`src/rtl/io_bus_arbiter.sv`:
```
// Two-master round-robin arbiter for a shared IO bus: IDLE -> ACCESS -> RESP.
// Optional access timeout with error response when IO_ARB_TIMEOUT_EN is defined.
module io_bus_arbiter #(
  parameter int WAIT_STATES = 1,
  parameter int TIMEOUT     = 15
) (
  input  logic        clk,
  input  logic        rst,
  input  logic        m0_req,
  input  logic        m1_req,
  input  logic        m0_we,
  input  logic        m1_we,
  input  logic [31:0] m0_addr,
  input  logic [31:0] m1_addr,
  input  logic [31:0] m0_wdata,
  input  logic [31:0] m1_wdata,
  input  logic        m0_size,
  input  logic        m1_size,
  output logic        m0_done,
  output logic        m1_done,
  output logic [31:0] m0_rdata,
  output logic [31:0] m1_rdata,
  output logic        m_err,
  output logic [31:0] io_addr,
  output logic [31:0] io_wr_val,
  output logic        io_write_en,
  output logic        io_read_en,
  output logic        io_data_size,
  input  logic [31:0] io_rd_val,
  input  logic        io_ready,
  output logic        busy
);

  typedef enum logic [1:0] {
    S_IDLE   = 2'd0,
    S_ACCESS = 2'd1,
    S_RESP   = 2'd2
  } state_t;

  localparam logic [7:0] WS_LIM  = 8'(WAIT_STATES);
  localparam logic [7:0] TO_LAST = 8'(TIMEOUT - 1);
  // The counter only needs to reach the larger of the two thresholds before it stops.
  localparam logic [7:0] CNT_MAX = (WS_LIM > TO_LAST) ? WS_LIM : TO_LAST;

  state_t      state_q;
  logic        gnt_q;
  logic        last_q;
  logic        we_q;
  logic [31:0] addr_q;
  logic [31:0] wdata_q;
  logic        size_q;
  logic [7:0]  cnt_q;
  logic        done0_q;
  logic        done1_q;
  logic        err_q;
  logic        busy_q;
  logic [31:0] rdata0_q;
  logic [31:0] rdata1_q;

  logic in_access_s;
  logic complete_s;
  logic timeout_s;
  logic grant_m1_s;

  assign in_access_s = (state_q == S_ACCESS);
  assign complete_s  = in_access_s && (cnt_q >= WS_LIM) && io_ready;
`ifdef IO_ARB_TIMEOUT_EN
  assign timeout_s   = in_access_s && !complete_s && (cnt_q >= TO_LAST);
`else
  assign timeout_s   = 1'b0;
`endif
  // On a tie the master not served most recently wins; last_q = 1 means m1 was last.
  assign grant_m1_s  = m1_req && (!m0_req || !last_q);

  always_ff @(posedge clk) begin
    if (rst) begin
      state_q  <= S_IDLE;
      gnt_q    <= 1'b0;
      last_q   <= 1'b1;
      we_q     <= 1'b0;
      addr_q   <= 32'd0;
      wdata_q  <= 32'd0;
      size_q   <= 1'b0;
      cnt_q    <= 8'd0;
      done0_q  <= 1'b0;
      done1_q  <= 1'b0;
      err_q    <= 1'b0;
      busy_q   <= 1'b0;
      rdata0_q <= 32'd0;
      rdata1_q <= 32'd0;
    end else begin
      done0_q <= 1'b0;
      done1_q <= 1'b0;
      err_q   <= 1'b0;
      case (state_q)
        S_IDLE: begin
          if (m0_req || m1_req) begin
            gnt_q   <= grant_m1_s;
            we_q    <= grant_m1_s ? m1_we    : m0_we;
            addr_q  <= grant_m1_s ? m1_addr  : m0_addr;
            wdata_q <= grant_m1_s ? m1_wdata : m0_wdata;
            size_q  <= grant_m1_s ? m1_size  : m0_size;
            cnt_q   <= 8'd0;
            busy_q  <= 1'b1;
            state_q <= S_ACCESS;
          end
        end
        S_ACCESS: begin
          if (complete_s || timeout_s) begin
            if (!we_q) begin
              if (gnt_q) rdata1_q <= complete_s ? io_rd_val : 32'hDEAD_BEEF;
              else       rdata0_q <= complete_s ? io_rd_val : 32'hDEAD_BEEF;
            end
            done0_q <= !gnt_q;
            done1_q <= gnt_q;
            err_q   <= timeout_s;
            state_q <= S_RESP;
          end else if (cnt_q < CNT_MAX) begin
            cnt_q <= cnt_q + 8'd1;
          end
        end
        S_RESP: begin
          last_q  <= gnt_q;
          busy_q  <= 1'b0;
          state_q <= S_IDLE;
        end
        default: begin
          busy_q  <= 1'b0;
          state_q <= S_IDLE;
        end
      endcase
    end
  end

  assign m0_done      = done0_q;
  assign m1_done      = done1_q;
  assign m0_rdata     = rdata0_q;
  assign m1_rdata     = rdata1_q;
  assign m_err        = err_q;
  assign busy         = busy_q;
  assign io_addr      = in_access_s ? addr_q  : 32'd0;
  assign io_wr_val    = in_access_s ? wdata_q : 32'd0;
  assign io_data_size = in_access_s ? size_q  : 1'b0;
  assign io_read_en   = in_access_s && !we_q;
  // A reset arriving in the completing cycle must not let the write strobe escape.
  assign io_write_en  = complete_s && we_q && !rst;

endmodule

```
`config.mk`:
```
export PLATFORM = sky130hd
export DESIGN_NAME = io_bus_arbiter
export DESIGN_NICKNAME = d
export VERILOG_FILES = /design/src/rtl/io_bus_arbiter.sv
export SDC_FILE = /design/constraint.sdc
export NUM_CORES = 1
export LEC_CHECK = 0
export BUFFER_PORTS_ARGS = -buffer_cell sky130_fd_sc_hd__buf_4
export CAP_MARGIN = 10
export CELL_PAD_IN_SITES_DETAIL_PLACEMENT = 0
export CELL_PAD_IN_SITES_GLOBAL_PLACEMENT = 1
export CORE_UTILIZATION = 33
export DETAILED_ROUTE_END_ITERATION = 6
export HOLD_SLACK_MARGIN = 0.1
export PLACE_DENSITY = 0.81
export SLEW_MARGIN = 20
export SYNTH_ARGS = -nofsm -noshare
export SYNTH_HDL_FRONTEND = slang
export SYNTH_SLANG_ARGS = --single-unit
```
`constraint.sdc`:
```
create_clock -name clk -period 3.3 [get_ports clk]
set_clock_uncertainty 0.2 [all_clocks]
set_input_delay 0.33 -clock clk [delete_from_list [all_inputs] [get_ports clk]]
set_output_delay 0.33 -clock clk [all_outputs]
set_load 0.02 [all_outputs]
```
== Word-level counts from Yosys, hierarchy flattened ==
Index checks and enable logic that the tools add are counted.

* Flip-flop bits (word level): 145
* Input port bits: 169
* Output and inout bits: 135
* Logic and storage cells: 64

* Add/subtract/negate cells: 1
* Order comparisons: 2
* Eq/ne operators: 6
* Mux-type cells: 16
* Bitwise gates (word level): 4
* Reductions and logical operators: 22

{| class="wikitable"
|+ Operators with widths
! kind !! number
|-
| $mux 32 || 4
|-
| $mux 8 || 3
|-
| $pmux 8 s2 || 1
|-
| $reduce_and 4->1 || 3
|-
| $add 8x1->8 const B || 1
|-
| $ge 8x1->1 const B || 1
|-
| $lt 8x4->1 const B || 1
|-
| $logic_and 1x1->1 || 6
|-
| $reduce_and 2->1 || 3
|-
| $logic_not 1->1 || 5
|-
| $mux 1 || 4
|-
| $mux 2 || 2
|-
| $ne 2x1->1 const B || 2
|-
| $ne 2x2->1 const B || 2
|-
| $not 1->1 || 4
|-
| $pmux 2 s2 || 1
|-
| $reduce_or 3->1 || 1
|-
| $eq 2x1->1 const B || 1
|-
| $eq 2x2->1 const B || 1
|-
| $logic_not 2->1 || 1
|-
| $logic_or 1x1->1 || 2
|-
| $pmux 1 s2 || 1
|-
| $reduce_bool 2->1 || 1
|}

== Logic depth before layout (Yosys ltp) ==
Gate-level depths: netlist of run 1.

* Depth in word-level cells: 5
* Depth in mapped cells: 8
* Mapped depth without buffers: 6

== Least setup slack after synthesis of run 1 ==
Ideal clock, no wire load.

* Path kind: reg-to-reg
* Start: register cnt_q[1]
* End: register cnt_q[3]
* Setup time: 0.058 ns
* Arrival: 2.144 ns
* Data required time: 3.042 ns
* Slack: 0.898 ns
* Cell stages (with the launch flop): 8
* Buffers on the path: 1
* Period minus slack after synthesis: 2.402 ns
* Cell sequence: dfxtp_1 -> inv_1 -> ha_1 -> or4b_1 -> clkbuf_1 -> a221o_1 -> a2111oi_2 -> o21a_1

* Word-level cells in the longest chain between the ends: 5
* Elaborated cells between the ends (all ways): 11
* Classes of those cells: add/sub: 1; order compare: 2; eq/ne: 2; mux: 3; reduce/logical: 3

{| class="wikitable"
|+ RTL lines
! element !! RTL line !! source
|-
| start, declared || 52 || <nowiki>logic [7:0] cnt_q;</nowiki>
|-
| start signal, assigned || 119 || <nowiki>cnt_q <= cnt_q + 8'd1;</nowiki>
|-
| $ge 8x1->1 || 66 || <nowiki>assign complete_s = in_access_s && (cnt_q >= WS_LIM) && io_ready;</nowiki>
|-
| $logic_and 1x1->1 (2 in series) || 66 ||
|-
| $ne 2x2->1 (no source line) || n/a ||
|-
| $reduce_and 4->1 (no source line) || n/a ||
|}

Parallel ways exist; a longest one is shown, timed or not. The select of a mux whose other input is x is not followed.
A chain may end at the register's enable or synchronous reset.

== Worst setup path after layout of run 1 ==
* Start: register cnt_q[1]
* End: output io_write_en

* Word-level cells in the longest chain between the ends: 5

{| class="wikitable"
|+ RTL lines
! element !! RTL line !! source
|-
| $ge 8x1->1 || 66 ||
|-
| $logic_and 1x1->1 (2 in series) || 66 ||
|-
| $logic_and 1x1->1 (2 in series) || 146 || <nowiki>assign io_write_en = complete_s && we_q && !rst;</nowiki>
|-
| end, declared || 26 || <nowiki>output logic io_write_en,</nowiki>
|}

Every way passes these cells.

==> results.sh, run 1 <==
export IMPL_clk_pin_slew_ns=0.06
export IMPL_rows=49
export IMPL_r2r_end="cnt_q[3]"
export IMPL_finalSetupViolations=0
export IMPL_synth_flop_cell="dfxtp_1"
export IMPL_syn_avg_cell_area_um2=8.53
export IMPL_tritoncts="yes"
export IMPL_place_inst=1214
export IMPL_cp_arrival_ns=2.55
export IMPL_grt_max_degree=76
export IMPL_dieArea_mm2=0.0194
export IMPL_cts_max_level=4
export IMPL_slew_violations=0
export IMPL_synthCells=730
export IMPL_core_mm2=0.0182
export IMPL_fin_nets=1305
export IMPL_routedWlPerCell_um=15.2
export IMPL_initial_core_util=0.342
export IMPL_min_from="m0_addr[17]"
export IMPL_clock_sinks=145
export IMPL_drt_iter0_markers=202
export IMPL_pwr_share_clk=0.395
export IMPL_net_switching_power_mw=1.39
export IMPL_synth_commonest_cells="dfxtp_1, nand2_1, a21oi_1, and2_1, nor2_1"
export IMPL_grt_usage=0.215
export IMPL_timing_hold_ws_ns=0.114
export IMPL_worst_pin_slew_ns=0.981
export IMPL_io_pins=304
export IMPL_clock_path_buffers=2
export IMPL_yosysSeqAreaShare=0.466
export IMPL_layoutNonFillerInstCount=1375
export IMPL_period_needed_ns=3.08
export IMPL_worstPathRequired_ns=2.77
export IMPL_slowest_stage="or4b_1"
export IMPL_r2r_start="cnt_q[1]"
export IMPL_p_comb_frac=0.213
export IMPL_powerDensity_mw_per_mm2=465
export IMPL_ctsResizeCount=0
export IMPL_routabilityCongestion=0.798
export IMPL_cp_slowest_stage_delay_ns=0.61
export IMPL_cp_cell_sequence="inv_1 -> ha_1 -> or4b_1 -> o21ai_1 -> nor3_1 -> and2_1 -> buf_4"
export IMPL_crit_family="simple AND/OR/NAND/NOR gates"
export IMPL_area_growth_pct=70.5
export IMPL_p_int_mw=3.55
export IMPL_critPathBufInv=2
export IMPL_ys_warnings_count=0
export IMPL_fp_dieW_um=139
export IMPL_vias=6610
export IMPL_p_sw_frac=0.281
export IMPL_pwr_share_seq=0.392
export IMPL_hold_path_depth=3
export IMPL_synth_top_area_cell="dfxtp_1"
export IMPL_grt_antenna_before_repair=0
export IMPL_crit_type="flop to output pin"
export IMPL_cts_made_buffers=17
export IMPL_antenna_left=0
export IMPL_synth_top_area_share=0.466
export IMPL_ir_drop_v=0.000317
export IMPL_n_antenna_cell=0
export IMPL_post_cts_setup_buffers=0
export IMPL_min_path_type="input pin to flop"
export IMPL_fmax_mhz=325
export IMPL_leakage_nw=4.58
export IMPL_synth_edf_count=0
export IMPL_synth_area_leaders="dfxtp_1, mux2i_1, a211oi_1"
export IMPL_clk_latency_ns=0.43
export IMPL_grt_pass1_wl_mm=32.9
export IMPL_synth_cell_types=37
export IMPL_first_global_vias=6319
export IMPL_syn_area_mm2=0.00622
export IMPL_gr_total_overflow=0
export IMPL_route_detailed_drc=0
export IMPL_r2r_cells=6
export IMPL_endpoint_kind="output pin"
export IMPL_synth_seq_cells=145
export IMPL_cts_root_buf="clkbuf_16"
export IMPL_hold_end="addr_q[17]"
export IMPL_synth_fp_nets=902
export IMPL_vias_per_cell=4.81
export IMPL_wirelength_mm=20.9
export IMPL_critPathMaxFanout=9
export IMPL_hold_viol_final=0
export IMPL_finalSetupTns_ns=0
export IMPL_drive_gt1_frac=0.311
export IMPL_status="completed"
export IMPL_synthArstFlopShare=0
export IMPL_drv_cap=0
export IMPL_slew_headroom=0.337
export IMPL_yosysMostFrequentCell="dfxtp_1"
export IMPL_dp_hpwl_mm=13.7
export IMPL_io_buffers=302
export IMPL_fin_crit_sh=0.932
export IMPL_die_y_um=139
export IMPL_hold_buffers=129
export IMPL_cp_start_kind="flop"
export IMPL_drt_pass1_iter_count=5
export IMPL_rsz0062_at_grt="false"
export IMPL_reg2reg_setup_slack_ns=0.68
[flip-flops by register name, summed over array words and instances, names as in the netlist]
signal	flops
addr_q	32
m0_rdata	32
m1_rdata	32
wdata_q	32
cnt_q	8
state_q	2
busy	1
gnt_q	1
last_q	1
m0_done	1
m1_done	1
size_q	1
we_q	1
[logic make-up (layout without fill, tap and decap cells)]
family                     Yosys count  count (layout)  share of synthesized area
adders and majority gates            3               3                    0.00603
AOI/OAI and AO/OA                  155             155                      0.163
other                                1               1                   0.000603
buffers and inverters               67             483                     0.0434
muxes                               67              67                      0.108
and+or+nand+nor                    292             292                      0.213
DFF                                145             145                      0.466
[worst min-delay path, delay by kind of cell]
kind	cells	cell delay, ns
compound gates	1	0.21
buf+inv	1	0.08
mux	1	0.07
[how the worst max path moves through the flow]
stage | startpoint | to | slack (ns) | cells after the start
floorplan | cnt_q[1] | cnt_q[3] | 0.90 | 7
global placement | cnt_q[1] | io_write_en | 0.75 | 7
detailed placement | cnt_q[1] | io_write_en | 0.70 | 7
CTS | cnt_q[1] | io_write_en | 0.21 | 7
global route | cnt_q[1] | io_write_en | 0.09 | 7
finish | cnt_q[1] | io_write_en | 0.22 | 7
[through the flow]
step	cell area, um^2	utilization	power [mW]	setup slack (ns)
6_report	10600	0.583	4.94	0.224
5_1_grt	10600	0.583	5.17	0.0859
4_1_cts	10600	0.583	4.98	0.210
3_5_place_dp	8720	0.479	2.88	0.702
3_3_place_gp	8720	0.479	2.87	0.755
2_1_floorplan	6220	-	2.47	0.898
[power by group through the flow]
| stage | Combinational (mW) | Sequential [mW] | Clock [mW] |
|---|---|---|---|
| after CTS | 1.05 | 1.94 | 2.00 |
| after global routing | 1.14 | 1.95 | 2.08 |
| after floorplan | 0.487 | 1.98 | 0 |
| final | 1.05 | 1.94 | 1.95 |
| after global placement | 0.897 | 1.97 | 0 |
| after detailed placement | 0.902 | 1.98 | 0 |
[per-layer routing]
layer	track usage	share of wire	vias to the layer above
met3	0.0695	0.071	42
met2	0.352	0.47	250
met4	0.105	0.033	0
met5	0	0	-
li1	-	-	3302
met1	0.253	0.42	3016
[cell usage in the layout, fill, tap and decap left out, types with 2 or more instances in the layout]
cell type and instances:
nand2b_1 4, mux2i_1 67, a211oi_1 67, dlygate4sd3_1 129
and2_1 69, clkbuf_16 17, clkinv_4 6, clkinv_2 2
inv_6 3, nor4_1 3, a2111oi_4 2, o211ai_1 3
nor2_1 70, bufinv_16 2, ha_1 3, dfxtp_1 145
inv_1 8, a21oi_1 70, nand3_1 3, nor3_1 2
nand2_1 133, buf_4 311, o2111ai_2 2, buf_12 3
[layout make-up]
cell class / count / area, um^2
Multi-Input combinational cell: 518 / 3110
Clock inverter: 14 / 156
Sequential cell: 145 / 2900
Clock buffer: 18 / 439
Timing Repair Buffer: 443 / 3690
Fill cell: 1633 / 7600
Inverter: 8 / 30.0
Tap cell: 229 / 287
Power figures use the tool's default switching activity.
==> inputs of run 2 (changes only) <==
--- a/config.mk
+++ b/config.mk
@@ -9,6 +9,7 @@
 export CAP_MARGIN = 10
 export CELL_PAD_IN_SITES_DETAIL_PLACEMENT = 0
 export CELL_PAD_IN_SITES_GLOBAL_PLACEMENT = 1
+export CORE_MARGIN = 3
 export CORE_UTILIZATION = 33
 export DETAILED_ROUTE_END_ITERATION = 6
 export HOLD_SLACK_MARGIN = 0.1
==> constraint.sdc (replaced) <==
create_clock -name clk -period 2.9 [get_ports clk]
set_clock_uncertainty 0.2 [all_clocks]
set_input_delay 0.29 -clock clk [delete_from_list [all_inputs] [get_ports clk]]
set_output_delay 0.29 -clock clk [all_outputs]
set_load 0.02 [all_outputs]
==> results.sh, run 2 (same netlist as run 1, synthesis figures left out) <==
export IMPL_slew_violations=0
export IMPL_rsz0062_at_grt="false"
export IMPL_cts_root_buf="clkbuf_16"
export IMPL_antenna_left=0
export IMPL_critPathMaxFanout=9
export IMPL_min_path_type="input pin to flop"
export IMPL_drv_cap=0
export IMPL_grt_max_degree=74
export IMPL_finalSetupTns_ns=0
export IMPL_worstPathRequired_ns=2.41
export IMPL_routabilityCongestion=0.796
export IMPL_dp_hpwl_mm=13.9
export IMPL_cp_cell_sequence="inv_1 -> ha_1 -> or4b_4 -> o21ai_1 -> nor3_1 -> and2_1 -> buf_4"
export IMPL_critPathBufInv=2
export IMPL_hold_path_depth=3
export IMPL_clock_path_buffers=2
export IMPL_p_sw_frac=0.277
export IMPL_route_detailed_drc=0
export IMPL_placed_area_mm2=0.00876
export IMPL_timing_hold_ws_ns=0.126
export IMPL_grt_pass1_wl_mm=33.5
export IMPL_p_comb_frac=0.223
export IMPL_net_switching_power_mw=1.55
export IMPL_fp_dieW_um=143
export IMPL_r2r_end="m0_rdata[7]"
export IMPL_vias=6681
export IMPL_hold_end="addr_q[24]"
export IMPL_tritoncts="yes"
export IMPL_crit_type="flop to output pin"
export IMPL_leakage_nw=4.69
export IMPL_hold_viol_final=0
export IMPL_wirelength_mm=21.5
export IMPL_finalSetupViolations=0
export IMPL_cp_start_kind="flop"
export IMPL_drive_gt1_frac=0.304
export IMPL_final_cell_mix="buf_4, dlygate4sd3_1, dfxtp_1, nand2_1"
export IMPL_vias_per_cell=4.76
export IMPL_n_antenna_cell=0
export IMPL_p_int_mw=4.05
export IMPL_pwr_share_seq=0.394
export IMPL_cts_made_buffers=17
export IMPL_gr_total_overflow=0
export IMPL_place_inst=1215
export IMPL_status="completed"
export IMPL_layoutNonFillerInstCount=1403
export IMPL_period_needed_ns=2.75
export IMPL_ir_drop_v=0.000365
export IMPL_crit_family="simple AND/OR/NAND/NOR gates"
export IMPL_slowest_stage="or4b_4"
export IMPL_final_setup_worst_slack_ns=0.149
export IMPL_io_pins=304
export IMPL_core_mm2=0.0183
export IMPL_worst_pin_slew_ns=0.947
export IMPL_first_global_vias=6636
export IMPL_routedWlPerCell_um=15.3
export IMPL_layout_commonest_cell="buf_4"
export IMPL_drt_pass1_iter_count=4
export IMPL_stdcell_area_mm2=0.0109
export IMPL_drt_iter0_markers=198
export IMPL_slew_headroom=0.360
export IMPL_pwr_share_clk=0.382
export IMPL_reg2reg_setup_slack_ns=0.41
export IMPL_cts_max_level=4
export IMPL_r2r_cells=7
export IMPL_cp_slowest_stage_delay_ns=0.54
export IMPL_rows=49
export IMPL_dieArea_mm2=0.0205
export IMPL_fin_nets=1333
export IMPL_grt_antenna_before_repair=0
export IMPL_initial_core_util=0.341
export IMPL_cp_arrival_ns=2.26
export IMPL_die_y_um=143
export IMPL_area_growth_pct=75.0
export IMPL_min_from="m1_addr[24]"
export IMPL_r2r_start="cnt_q[1]"
export IMPL_finish_utilization=0.596
export IMPL_fin_crit_sh=0.948
export IMPL_clk_pin_slew_ns=0.06
export IMPL_powerDensity_mw_per_mm2=514
export IMPL_endpoint_kind="output pin"
export IMPL_power_total_mw=5.60
export IMPL_clock_sinks=145
export IMPL_fmax_mhz=364
export IMPL_clk_latency_ns=0.41
export IMPL_io_buffers=302
export IMPL_pre_cts_ws_ns=0.311
export IMPL_grt_usage=0.203
-- run 2: cell count changes in the layout (fill, tap and decap cells not counted), sizes merged --
| cell | delta |
|---|---|
| inv | -1 |
| buf | +1 |
| clkinv | -2 |
| clkbuf | +1 |
| clkinvlp | +2 |
| dlygate4sd3 | +27 |
-- run 2: repair_timing --
action,in CTS,in global routing
cloned,0,0
setup buffers,0,0
endpoints found under the setup margin,1,1
hold buffers,156,0
endpoints found under the hold margin,133,0
resized for setup,1,1
-- run 2: layer usage --
metal | global-route usage | wire, um
met1 | 0.237 | 8840
met2 | 0.356 | 10300
met3 | 0.0672 | 1950
met4 | 0.0605 | 321
met5 | 0 | 0
-- run 2: worst max-delay path by stage --
stage | start | end | slack (ns) | cells past startpoint
3_5_place_dp | cnt_q[1] | cnt_q[3] | 0.31 | 6
2_1_floorplan | cnt_q[1] | cnt_q[3] | 0.50 | 7
3_3_place_gp | cnt_q[1] | cnt_q[0] | 0.35 | 6
4_1_cts | cnt_q[1] | io_write_en | 0.04 | 7
5_1_grt | cnt_q[1] | io_write_en | 0.05 | 7
6_report | cnt_q[1] | io_write_en | 0.15 | 7
-- run 2: worst min-delay path, stage by stage --
cell	delay, ns
buf_4	0.08
mux2i_1	0.09
a211oi_1	0.23
-- run 2: final cells by class --
type	count	area (um^2)
Sequential cell	145	2900
Inverter	8	30.0
Clock inverter	13	138
Multi-Input combinational cell	518	3110
Timing Repair Buffer	471	3990
Clock buffer	19	433
Fill cell	1557	7380
Tap cell	229	287
-- run 2: power by group through the flow --
stage          clock [mW]  sequential, mW  combinational, mW
6_report             2.14            2.21               1.25
5_1_grt              2.27            2.22               1.36
4_1_cts              2.19            2.21               1.24
3_5_place_dp            0            2.25               1.04
3_3_place_gp            0            2.24               1.03
2_1_floorplan           0            2.25              0.554
==> inputs of run 3 (changes only) <==
--- a/config.mk
+++ b/config.mk
@@ -10,10 +10,10 @@
 export CELL_PAD_IN_SITES_DETAIL_PLACEMENT = 0
 export CELL_PAD_IN_SITES_GLOBAL_PLACEMENT = 1
 export CORE_MARGIN = 3
-export CORE_UTILIZATION = 33
+export CORE_UTILIZATION = 29
 export DETAILED_ROUTE_END_ITERATION = 6
 export HOLD_SLACK_MARGIN = 0.1
-export PLACE_DENSITY = 0.81
+export PLACE_DENSITY = 0.75
 export SLEW_MARGIN = 20
 export SYNTH_ARGS = -nofsm -noshare
 export SYNTH_HDL_FRONTEND = slang
==> constraint.sdc (replaced) <==
create_clock -name clk -period 2.5 [get_ports clk]
set_clock_uncertainty 0.2 [all_clocks]
set_input_delay 0.25 -clock clk [delete_from_list [all_inputs] [get_ports clk]]
set_output_delay 0.25 -clock clk [all_outputs]
set_load 0.02 [all_outputs]
==> results.sh, run 3 (same netlist as run 1, synthesis figures left out) <==
export IMPL_stdcell_area_mm2=0.0112
export IMPL_clk_latency_ns=0.42
export IMPL_rsz0062_at_grt="false"
export IMPL_cp_start_kind="flop"
export IMPL_finalSetupViolations=0
export IMPL_drt_pass1_iter_count=4
export IMPL_routedWlPerCell_um=15.7
export IMPL_vias_per_cell=4.64
export IMPL_final_setup_worst_slack_ns=0.0921
export IMPL_drt_iter0_markers=224
export IMPL_initial_core_util=0.302
export IMPL_layout_commonest_cell="buf_4"
export IMPL_use_met2=0.331
export IMPL_critPathMaxFanout=2
export IMPL_powerDensity_mw_per_mm2=580
export IMPL_fmax_mhz=415
export IMPL_final_cell_mix="buf_4, dlygate4sd3_1, dfxtp_1, nand2_1"
export IMPL_grt_max_degree=71
export IMPL_cts_max_level=4
export IMPL_first_global_vias=6931
export IMPL_die_y_um=152
export IMPL_fin_crit_sh=0.963
export IMPL_gr_total_overflow=0
export IMPL_busiest_layer="met2"
export IMPL_r2r_end="cnt_q[3]"
export IMPL_tritoncts="yes"
export IMPL_area_growth_pct=79.8
export IMPL_hold_end="m0_rdata[3]"
export IMPL_cts_root_buf="clkbuf_16"
export IMPL_finalSetupTns_ns=0
export IMPL_fin_nets=1352
export IMPL_hold_viol_final=0
export IMPL_min_path_type="flop to flop"
export IMPL_leakage_nw=4.79
export IMPL_rows=52
export IMPL_placed_area_mm2=0.00888
export IMPL_r2r_start="cnt_q[1]"
export IMPL_route_detailed_drc=0
export IMPL_period_needed_ns=2.41
export IMPL_min_from="m0_rdata[3]"
export IMPL_met1_usage=0.226
export IMPL_grt_usage=0.192
export IMPL_slew_headroom=0.315
export IMPL_dieArea_mm2=0.0233
export IMPL_clock_sinks=145
export IMPL_cp_arrival_ns=1.96
export IMPL_cts_made_buffers=17
export IMPL_slowest_stage="or4b_4"
export IMPL_drive_gt1_frac=0.312
export IMPL_drv_cap=0
export IMPL_place_inst=1261
export IMPL_layoutNonFillerInstCount=1464
export IMPL_cp_slowest_stage_delay_ns=0.50
export IMPL_worstPathRequired_ns=2.05
export IMPL_use_met3=0.0676
export IMPL_ir_drop_v=0.000389
export IMPL_grt_pass1_wl_mm=36.5
export IMPL_fp_dieW_um=152
export IMPL_io_buffers=302
export IMPL_r2r_cells=7
export IMPL_clk_pin_slew_ns=0.07
export IMPL_pre_cts_ws_ns=0.113
export IMPL_reg2reg_setup_slack_ns=0.11
export IMPL_endpoint_kind="output pin"
export IMPL_hold_path_depth=2
export IMPL_status="completed"
export IMPL_cp_cell_sequence="inv_1 -> ha_2 -> or4b_4 -> o21ai_4 -> nor3_2 -> and2_4 -> buf_6"
export IMPL_dp_hpwl_mm=15.3
export IMPL_slew_violations=0
export IMPL_routabilityCongestion=0.784
export IMPL_wirelength_mm=22.9
export IMPL_grt_antenna_before_repair=1
export IMPL_crit_type="flop to output pin"
export IMPL_io_pins=304
export IMPL_power_total_mw=6.48
export IMPL_worst_pin_slew_ns=1.01
export IMPL_vias=6788
export IMPL_clock_path_buffers=2
export IMPL_core_mm2=0.0206
export IMPL_antenna_left=0
[run 3: cell count changes in the layout (fill, tap and decap cells not counted), sizes merged, moves of 2 or more]
cell	change
buf	+6
inv	+5
clkinv	-2
dlygate4sd3	+13
bufinv	-2
[run 3: layout make-up]
type	instances	area, um^2
antenna	1	2.50
clock buffer	18	439
tap	270	338
sequential	145	2910
timing repair buffer	490	4210
multi-input combinational	518	3140
inverter	8	30.0
fill	1894	9440
clock inverter	14	123
[run 3: repair_timing]
| item | CTS | global route |
|---|---|---|
| gates resized for setup | 9 | 2 |
| setup endpoints to repair | 1 | 3 |
| hold buffers | 169 | 0 |
| setup buffers | 1 | 0 |
| pin swaps | 3 | 2 |
| endpoints found under the hold margin | 138 | 0 |
[run 3: power breakdown]
part           internal (mW)  switching [mW]
Sequential              2.48          0.0839
Clock                   1.33            1.09
Combinational          0.787           0.716
Total                   4.59            1.89
[run 3: through the flow]
stage	util	hold slack, ns
floorplan	-	0.138
global placement	0.431	0.243
detailed placement	0.431	0.248
CTS	0.542	0.257
global route	0.542	0.275
finish	0.542	0.255
[run 3: how the worst max path moves through the flow]
stage | startpoint | end | slack [ns] | depth (start not counted)
floorplan | cnt_q[1] | cnt_q[3] | 0.1 | 7
global placement | cnt_q[0] | cnt_q[3] | 0.14 | 5
detailed placement | cnt_q[0] | cnt_q[3] | 0.11 | 5
CTS | cnt_q[1] | io_write_en | 0.009 | 7
global route | cnt_q[0] | io_write_en | 0.01 | 7
finish | cnt_q[1] | io_write_en | 0.09 | 7
[run 3: worst max-delay path: cells and delay by family (launching register included)]
family	cells	cell delay [ns]
simple gates	3	0.72
buf+inv	2	0.17
flops	1	0.32
fa+ha+maj	1	0.17
compound gates	1	0.15
[run 3: per-layer routing]
metal | up-vias | wire length (um)
li1 | 3407 | -
met1 | 3102 | 9480
met2 | 250 | 11100
met3 | 29 | 1970
met4 | 0 | 414
met5 | - | 0
